File: config.mk
export PLATFORM = sky130hd
export DESIGN_NAME = stage_branch_register_flat
export DESIGN_NICKNAME = d
export VERILOG_FILES = /design/src/rtl/stage_branch_register_if.sv /design/src/rtl/stage_branch_register.sv /design/src/flat_wrapper.sv
export SDC_FILE = /design/constraint.sdc
export NUM_CORES = 1
export LEC_CHECK = 0
export ABC_AREA = 1
export CORE_MARGIN = 4
export CORE_UTILIZATION = 32
export CTS_BUF_LIST = sky130_fd_sc_hd__clkbuf_4
export DETAILED_ROUTE_END_ITERATION = 6
export PLACE_DENSITY = 0.8
export SLEW_MARGIN = 10
export SYNTH_ARGS = -nofsm -noshare
export SYNTH_HDL_FRONTEND = slang
export SYNTH_SLANG_ARGS = --single-unit
File: constraint.sdc
create_clock -name clk_i -period 1.26 [get_ports clk_i]
set_clock_uncertainty 0.2 [all_clocks]
set_input_delay 0.378 -clock clk_i [delete_from_list [all_inputs] [get_ports clk_i]]
set_output_delay 0.378 -clock clk_i [all_outputs]
set_load 0.02 [all_outputs]
File: src/rtl/stage_branch_register_if.sv
// Control, write-bus and decoded-output bundle for the stage/branch register.
// The master side drives commands and the write bus; the slave side returns the decodes.
interface stage_branch_register_if #(
  parameter int unsigned WordW = 16
);
  logic             gojam;
  logic             t12_n;
  logic             st1;
  logic             st2;
  logic             tsgn;
  logic             tsgn2;
  logic             tov;
  logic             tmz;
  logic             tpzg;
  logic [WordW-1:0] wl_n;

  logic st0_n;
  logic st1_n;
  logic st2_n;
  logic st3_n;
  logic std2;
  logic br1;
  logic br1_n;
  logic br2;
  logic br2_n;
  logic br1b2b;
  logic br12b;

  modport master (
    output gojam, t12_n, st1, st2, tsgn, tsgn2, tov, tmz, tpzg, wl_n,
    input  st0_n, st1_n, st2_n, st3_n, std2, br1, br1_n, br2, br2_n, br1b2b, br12b
  );

  modport slave (
    input  gojam, t12_n, st1, st2, tsgn, tsgn2, tov, tmz, tpzg, wl_n,
    output st0_n, st1_n, st2_n, st3_n, std2, br1, br1_n, br2, br2_n, br1b2b, br12b
  );
endinterface

File: src/rtl/stage_branch_register.sv
// Instruction stage (ST) and branch flags (BR1/BR2). Stage requests accumulate over an MCT
// and commit at the T12 strobe; branch flags load from the active-low write bus on test commands.
module stage_branch_register #(
  parameter int unsigned WordW      = 16,
  parameter int unsigned ResetStage = 0
) (
  input  logic                   clk_i,
  input  logic                   rst_ni,
  stage_branch_register_if.slave bus_io
);
  localparam logic [1:0] RstStage = ResetStage[1:0];

  logic [1:0]       stage_q, stage_d;
  logic [1:0]       pend_q, pend_d;
  logic             br1_q, br1_d;
  logic             br2_q, br2_d;
  logic [WordW-1:0] bus;
  logic             sign, s1, zero, mzero;

  always_comb begin
    bus   = ~bus_io.wl_n;
    sign  = bus[WordW-1];
    s1    = bus[WordW-2];
    zero  = (bus == '0);
    mzero = (bus == '1);
  end

  always_comb begin
    stage_d = stage_q;
    br1_d   = br1_q;
    br2_d   = br2_q;
    // Requests raised in the T12 cycle itself still count toward the committed stage.
    pend_d  = pend_q | {bus_io.st2, bus_io.st1};

    if (!bus_io.t12_n) begin
      stage_d = pend_d;
      pend_d  = 2'b00;
    end

    if (bus_io.tsgn || bus_io.tov) begin
      br1_d = sign;
    end

    if (bus_io.tov) begin
      br2_d = sign ^ s1;
    end else if (bus_io.tsgn2) begin
      br2_d = sign;
    end else if (bus_io.tmz) begin
      br2_d = mzero;
    end else if (bus_io.tpzg) begin
      br2_d = zero;
    end

    if (bus_io.gojam) begin
      stage_d = RstStage;
      pend_d  = 2'b00;
      br1_d   = 1'b0;
      br2_d   = 1'b0;
    end
  end

  always_ff @(posedge clk_i or negedge rst_ni) begin
    if (!rst_ni) begin
      stage_q <= RstStage;
      pend_q  <= 2'b00;
      br1_q   <= 1'b0;
      br2_q   <= 1'b0;
    end else begin
      stage_q <= stage_d;
      pend_q  <= pend_d;
      br1_q   <= br1_d;
      br2_q   <= br2_d;
    end
  end

  // Outputs decode registered state only, so no input reaches an output combinationally.
  always_comb begin
    bus_io.st0_n  = (stage_q != 2'd0);
    bus_io.st1_n  = (stage_q != 2'd1);
    bus_io.st2_n  = (stage_q != 2'd2);
    bus_io.st3_n  = (stage_q != 2'd3);
    bus_io.std2   = (stage_q == 2'd2);
    bus_io.br1    = br1_q;
    bus_io.br1_n  = ~br1_q;
    bus_io.br2    = br2_q;
    bus_io.br2_n  = ~br2_q;
    bus_io.br1b2b = br1_q & ~br2_q;
    bus_io.br12b  = ~br1_q & ~br2_q;
  end
endmodule

File: src/flat_wrapper.sv
// flat-port wrapper written by rule: the top's interface ports become plain ports
module stage_branch_register_flat 
#(
  parameter int unsigned WordW      = 16,
  parameter int unsigned ResetStage = 0
)
  (clk_i, rst_ni, bus_io_gojam, bus_io_t12_n, bus_io_st1, bus_io_st2, bus_io_tsgn, bus_io_tsgn2, bus_io_tov, bus_io_tmz, bus_io_tpzg, bus_io_wl_n, bus_io_st0_n, bus_io_st1_n, bus_io_st2_n, bus_io_st3_n, bus_io_std2, bus_io_br1, bus_io_br1_n, bus_io_br2, bus_io_br2_n, bus_io_br1b2b, bus_io_br12b);
  stage_branch_register_if #(.WordW(WordW)) bus_io_i ();
  input  logic clk_i;
  input  logic rst_ni;
  input wire logic [$bits(bus_io_i.gojam)-1:0] bus_io_gojam;
  input wire logic [$bits(bus_io_i.t12_n)-1:0] bus_io_t12_n;
  input wire logic [$bits(bus_io_i.st1)-1:0] bus_io_st1;
  input wire logic [$bits(bus_io_i.st2)-1:0] bus_io_st2;
  input wire logic [$bits(bus_io_i.tsgn)-1:0] bus_io_tsgn;
  input wire logic [$bits(bus_io_i.tsgn2)-1:0] bus_io_tsgn2;
  input wire logic [$bits(bus_io_i.tov)-1:0] bus_io_tov;
  input wire logic [$bits(bus_io_i.tmz)-1:0] bus_io_tmz;
  input wire logic [$bits(bus_io_i.tpzg)-1:0] bus_io_tpzg;
  input wire logic [$bits(bus_io_i.wl_n)-1:0] bus_io_wl_n;
  output wire logic [$bits(bus_io_i.st0_n)-1:0] bus_io_st0_n;
  output wire logic [$bits(bus_io_i.st1_n)-1:0] bus_io_st1_n;
  output wire logic [$bits(bus_io_i.st2_n)-1:0] bus_io_st2_n;
  output wire logic [$bits(bus_io_i.st3_n)-1:0] bus_io_st3_n;
  output wire logic [$bits(bus_io_i.std2)-1:0] bus_io_std2;
  output wire logic [$bits(bus_io_i.br1)-1:0] bus_io_br1;
  output wire logic [$bits(bus_io_i.br1_n)-1:0] bus_io_br1_n;
  output wire logic [$bits(bus_io_i.br2)-1:0] bus_io_br2;
  output wire logic [$bits(bus_io_i.br2_n)-1:0] bus_io_br2_n;
  output wire logic [$bits(bus_io_i.br1b2b)-1:0] bus_io_br1b2b;
  output wire logic [$bits(bus_io_i.br12b)-1:0] bus_io_br12b;
  assign bus_io_i.gojam = bus_io_gojam;
  assign bus_io_i.t12_n = bus_io_t12_n;
  assign bus_io_i.st1 = bus_io_st1;
  assign bus_io_i.st2 = bus_io_st2;
  assign bus_io_i.tsgn = bus_io_tsgn;
  assign bus_io_i.tsgn2 = bus_io_tsgn2;
  assign bus_io_i.tov = bus_io_tov;
  assign bus_io_i.tmz = bus_io_tmz;
  assign bus_io_i.tpzg = bus_io_tpzg;
  assign bus_io_i.wl_n = bus_io_wl_n;
  assign bus_io_st0_n = bus_io_i.st0_n;
  assign bus_io_st1_n = bus_io_i.st1_n;
  assign bus_io_st2_n = bus_io_i.st2_n;
  assign bus_io_st3_n = bus_io_i.st3_n;
  assign bus_io_std2 = bus_io_i.std2;
  assign bus_io_br1 = bus_io_i.br1;
  assign bus_io_br1_n = bus_io_i.br1_n;
  assign bus_io_br2 = bus_io_i.br2;
  assign bus_io_br2_n = bus_io_i.br2_n;
  assign bus_io_br1b2b = bus_io_i.br1b2b;
  assign bus_io_br12b = bus_io_i.br12b;
  stage_branch_register #(.WordW(WordW), .ResetStage(ResetStage)) u_core (.clk_i(clk_i), .rst_ni(rst_ni), .bus_io(bus_io_i));
endmodule
; ---- After elaboration in Yosys (flattened, before gate mapping)
; Index checks and enable logic that the tools add are counted.
[op_classes]
n_eq_ne = 6
n_mux = 11
bitwise = 7
n_reduce_logical = 5
[ops]
columns = op, n
row1 = $eq A16 B16 Y1 const B, 1
row2 = $logic_not A16 Y1, 1
row3 = $not A16 Y16, 1
row4 = $mux W2, 4
row5 = $mux W1, 7
row6 = $ne A2 B2 Y1 const B, 3
row7 = $reduce_bool A5 Y1, 1
row8 = $reduce_bool A2 Y1, 2
row9 = $and A1 B1 Y1, 2
row10 = $eq A2 B2 Y1 const B, 1
row11 = $ne A2 B1 Y1 const B, 1
row12 = $not A1 Y1, 2
row13 = $or A2 B2 Y2, 1
row14 = $logic_or A1 B1 Y1, 1
row15 = $xor A1 B1 Y1, 1
[totals]
ff_bits = 6
out_inout_bits = 11
word_cells = 33

; ---- Logic depth before layout (Yosys ltp)
[logic_depth]
ltp_word = 7
ltp_mapped = 10

; ---- Worst setup path after synthesis
; Ideal clock, no wire load.
[synth_path]
kind = reg-to-output
startpoint = register u_core.br1_q (netlist: u_core.bus_io.br1)
endpoint = output bus_io_br1b2b
arrival_ns = 0.940
required_ns = 0.682
path_slack_ns = -0.258
stages_incl_launch_ff = 3
path_cell_list = dfrtp_1 inv_1 nor2_1
[synth_via]
elab_chain_len = 1
[synth_lines]
columns = item, line_no
row1 = "start, declared", stage_branch_register.sv:15  ; logic br1_q, br1_d;
row2 = "start signal, assigned", stage_branch_register.sv:71  ; br1_q <= br1_d;
row3 = $and A1 B1 Y1, stage_branch_register.sv:87  ; bus_io.br1b2b = br1_q & ~br2_q;
row4 = "end, declared", flat_wrapper.sv:30  ; output wire logic [$bits(bus_io_i.br1b2b)-1:0] bus_io_br1b2b;
; No other way between the ends.

; ---- Worst setup path after layout
[layout_path]
startpoint = register u_core.stage_q[0]
endpoint = output bus_io_st2_n
[layout_via]
elab_chain_len = 1
[layout_lines]
columns = item, line_no
row1 = "start, declared", stage_branch_register.sv:13  ; logic [1:0] stage_q, stage_d;
row2 = "start signal, assigned", stage_branch_register.sv:64  ; stage_q <= RstStage;
row3 = "start signal, assigned", stage_branch_register.sv:69  ; stage_q <= stage_d;
row4 = $ne A2 B2 Y1, stage_branch_register.sv:80  ; bus_io.st2_n = (stage_q != 2'd2);
row5 = "end, declared", flat_wrapper.sv:23  ; output wire logic [$bits(bus_io_i.st2_n)-1:0] bus_io_st2_n;
; No other way between the ends.

==> results by group <==
Run status
  – Status: finished with violations
  – Failing checks: setup timing

Die
  – Die area: approximately 0.0021 sq mm
  – Core Area: approximately 0.0013 sq mm
  – Die Height: ~46 microns
  – Rows: 13
  – # IOs: 38
  – Initial Utilization: 34.7%
  – Die Wd: 45.8 microns

Synth
  – Syn_area_per_cell: around 6.2 sq um
  – Gate Count Post-Synth: 74
  – Register area share after synthesis: between 30% and 40%
  – Top cell type's share of synthesized area: between 30% and 40%
  – Cell taking the most area after synthesis: dfrtp_1
  – Post-synthesis cell type count: 14
  – Synth warn: 0
  – #FFs+latches synth: 6
  – Mapped Area: about 460 sq um
  – Largest cells by area after synthesis: dfrtp_1, nor2_1, nand2_1
  – Syn nets: 103

CTS
  – Worst-Skew Late Latency: around 0.25 ns
  – CTS Root Buffer Type: clkbuf_4
  – CTS Buf Count: 3
  – TritonCTS Sinks: 6
  – Deepest clock path buffer count: 2
  – Clk pin slew, worst setup/hold paths: ~0.06 ns
  – CTS tree: yes
  – CTS H-Tree Depth: 1

Timing
  – Rel. slew slack: between 70% and 80%
  – Max Clk Rate: roughly 0.64 GHz
  – Setup TNS: -2.87 ns
  – Final hold vios: 0
  – Final setup viols: 12
  – Worst slew pin tran: roughly 0.31 ns
  – Final worst-path setup slack: -0.295 ns
  – Final Max Slew Viols: 0
  – Final Critical Period: about 1.6 ns
  – RSZ-0062 raised after global routing: true
  – Final cycle utilization of the critical path: 123%

Detailed routing
  – Number of DRC markers in iteration 0: 15
  – Final routed DRC violation total: 0
  – Vias per Instance: 4.69
  – Via Count: between 600 and 700
  – WL per Instance: approximately 13 microns
  – Routed wire length: between 1500 and 2000 microns
  – DRT antenna net count: 0
  – DRT Pass-1 Iters: 4

Cells and area
  – N_diodes: 0
  – Area growth syn-to-layout: 132%
  – Share of layout cells above drive strength 1: between 40% and 50%
  – Most common cell after layout, fill and taps aside: dlygate4sd2_1
  – Fill count: between 100 and 150
  – Final Core Density: between 80 and 90%
  – # nets final: between 150 and 200
  – Finished layout cell area: approximately 0.0011 sq mm
  – Most frequent cells in the layout: dlygate4sd2_1, nand2_1, nor2_1, buf_6, buf_4

Power
  – Pwr Total: a little under 0.8 mW
  – Leak Pwr: 0.530 nW
  – Peak supply drop: 0.000589 V
  – Power per cell area: between 700 and 800 mW/mm^2

Setup path
  – Critical path class: flip-flop to primary output
  – CP Cell Sequence: nor2_4 > inv_2 > buf_6
  – WP data required: a little under 0.7 ns
  – Max stage delay cell, worst path: dfrtp_2
  – R2R depth: 7
  – Endpoint class of the critical path: primary output
  – WP data arrival: just under 1 ns
  – Critical path startpoint category: flip-flop
  – Max stage delay on crit path: 0.44 ns
  – CP max FO: 4

Global routing
  – First-pass GRT wire length: 2940 microns
  – Largest net degree at the start of global routing: 7
  – Initial antenna violation count: 0
  – Gr ovfl total: 0
  – Vias in the first global route: 678
  – GRT Util Overall: roughly 20%

Placed design
  – GP Congestion: 0.740
  – Hpwl dp: 1300 microns
  – DP Area: approximately 940 sq um
  – PortBufs: 37

Flow run
  – Max Cap Violations: 0

Hold path
  – Worst min path class: input pin to asynchronous set/reset pin
[registers in the layout, summed over array words and instances (netlist names)]
name	count
u_core.bus_io.br1	1
u_core.stage_q	2
u_core.bus_io.br2	1
u_core.pend_q	2
[area by class of cell]
type / count / area, sq um / area share, %
Clock buffer: 4 / 30.0 / 2.84
Sequential cell: 6 / 154 / 14.5
Inverter: 15 / 71.3 / 6.74
Timing Repair Buffer: 50 / 468 / 44.2
Tap cell: 15 / 18.8 / 1.77
Multi-Input combinational cell: 53 / 317 / 29.9
[final timing paths]
| path | start | end | slack (ns) |
|---|---|---|---|
| worst min register to register | u_core.pend_q[1]$_DFF_PN0_ | u_core.pend_q[1]$_DFF_PN0_ | 0.31 |
| worst max-delay path | u_core.stage_q[0]$_DFFE_PN0P_ | bus_io_st2_n | -0.30 |
| worst max register to register | u_core.bus_io.br2$_DFFE_PN0P_ | u_core.bus_io.br2$_DFFE_PN0P_ | -0.11 |
| min in group clk_i | u_core.pend_q[1]$_DFF_PN0_ | u_core.pend_q[1]$_DFF_PN0_ | 0.31 |
| max in group asynchronous | rst_ni | u_core.bus_io.br2$_DFFE_PN0P_ | 0.44 |
| worst min-delay path | rst_ni | u_core.stage_q[1]$_DFFE_PN0P_ | 0.17 |
[kinds of logic after synthesis]
family                     Yosys count  share of synthesized area, %
AOI/OAI and AO/OA                    7                          9.04
adders and majority gates            2                          5.48
buffers and inverters               15                          12.3
DFF                                  6                          32.9
and+or+nand+nor                     44                          40.3
[report_power, final]
part	leakage (nW)	internal [mW]	switching, mW
Clock	0.0184	0.143	0.0855
Sequential	0.0750	0.206	0.0169
Combinational	0.437	0.175	0.143
[metal layers]
metal  up-vias  wire length, microns  track usage (%)
met1       311                   735             22.4
met3         2                    75             6.32
met2        22                  1080             36.8
met4         0                    22             3.98
met5         -                     0                0
li1        336                     -                -
[critical path: cells and delay by family (launching register included)]
family	cells	cell delay, ns
AND/OR/NAND/NOR	1	0.13
buffers and inverters	2	0.16
flip-flops	1	0.44
[what timing repair did]
action / CTS / global route
pin swaps: 21 / 6
resized for setup: 97 / 14
buffers inserted: 6 / 2
hold buffers: 0 / 0
setup endpoints to repair: 13 / 15
[per-stage QoR]
step	worst slack (ns)	hold WS (ns)	std cells
floorplan	-0.0400	-0.118	74
global placement	-0.693	0.282	133
detailed placement	-0.719	0.289	133
CTS	-0.296	0.165	143
global route	-0.338	0.184	143
finish	-0.295	0.171	143
[synth_stat cells]
library cell	instances
dfrtp_1	6
nor2_1	20
nand2_2	1
a21oi_1	3
o21ai_0	1
a21oi_2	1
nand4_1	2
nor4_1	1
or2_2	1
o22ai_1	2
nand3_2	1
inv_1	15
ha_1	2
nand2_1	18
Power figures use the tool's default switching activity.
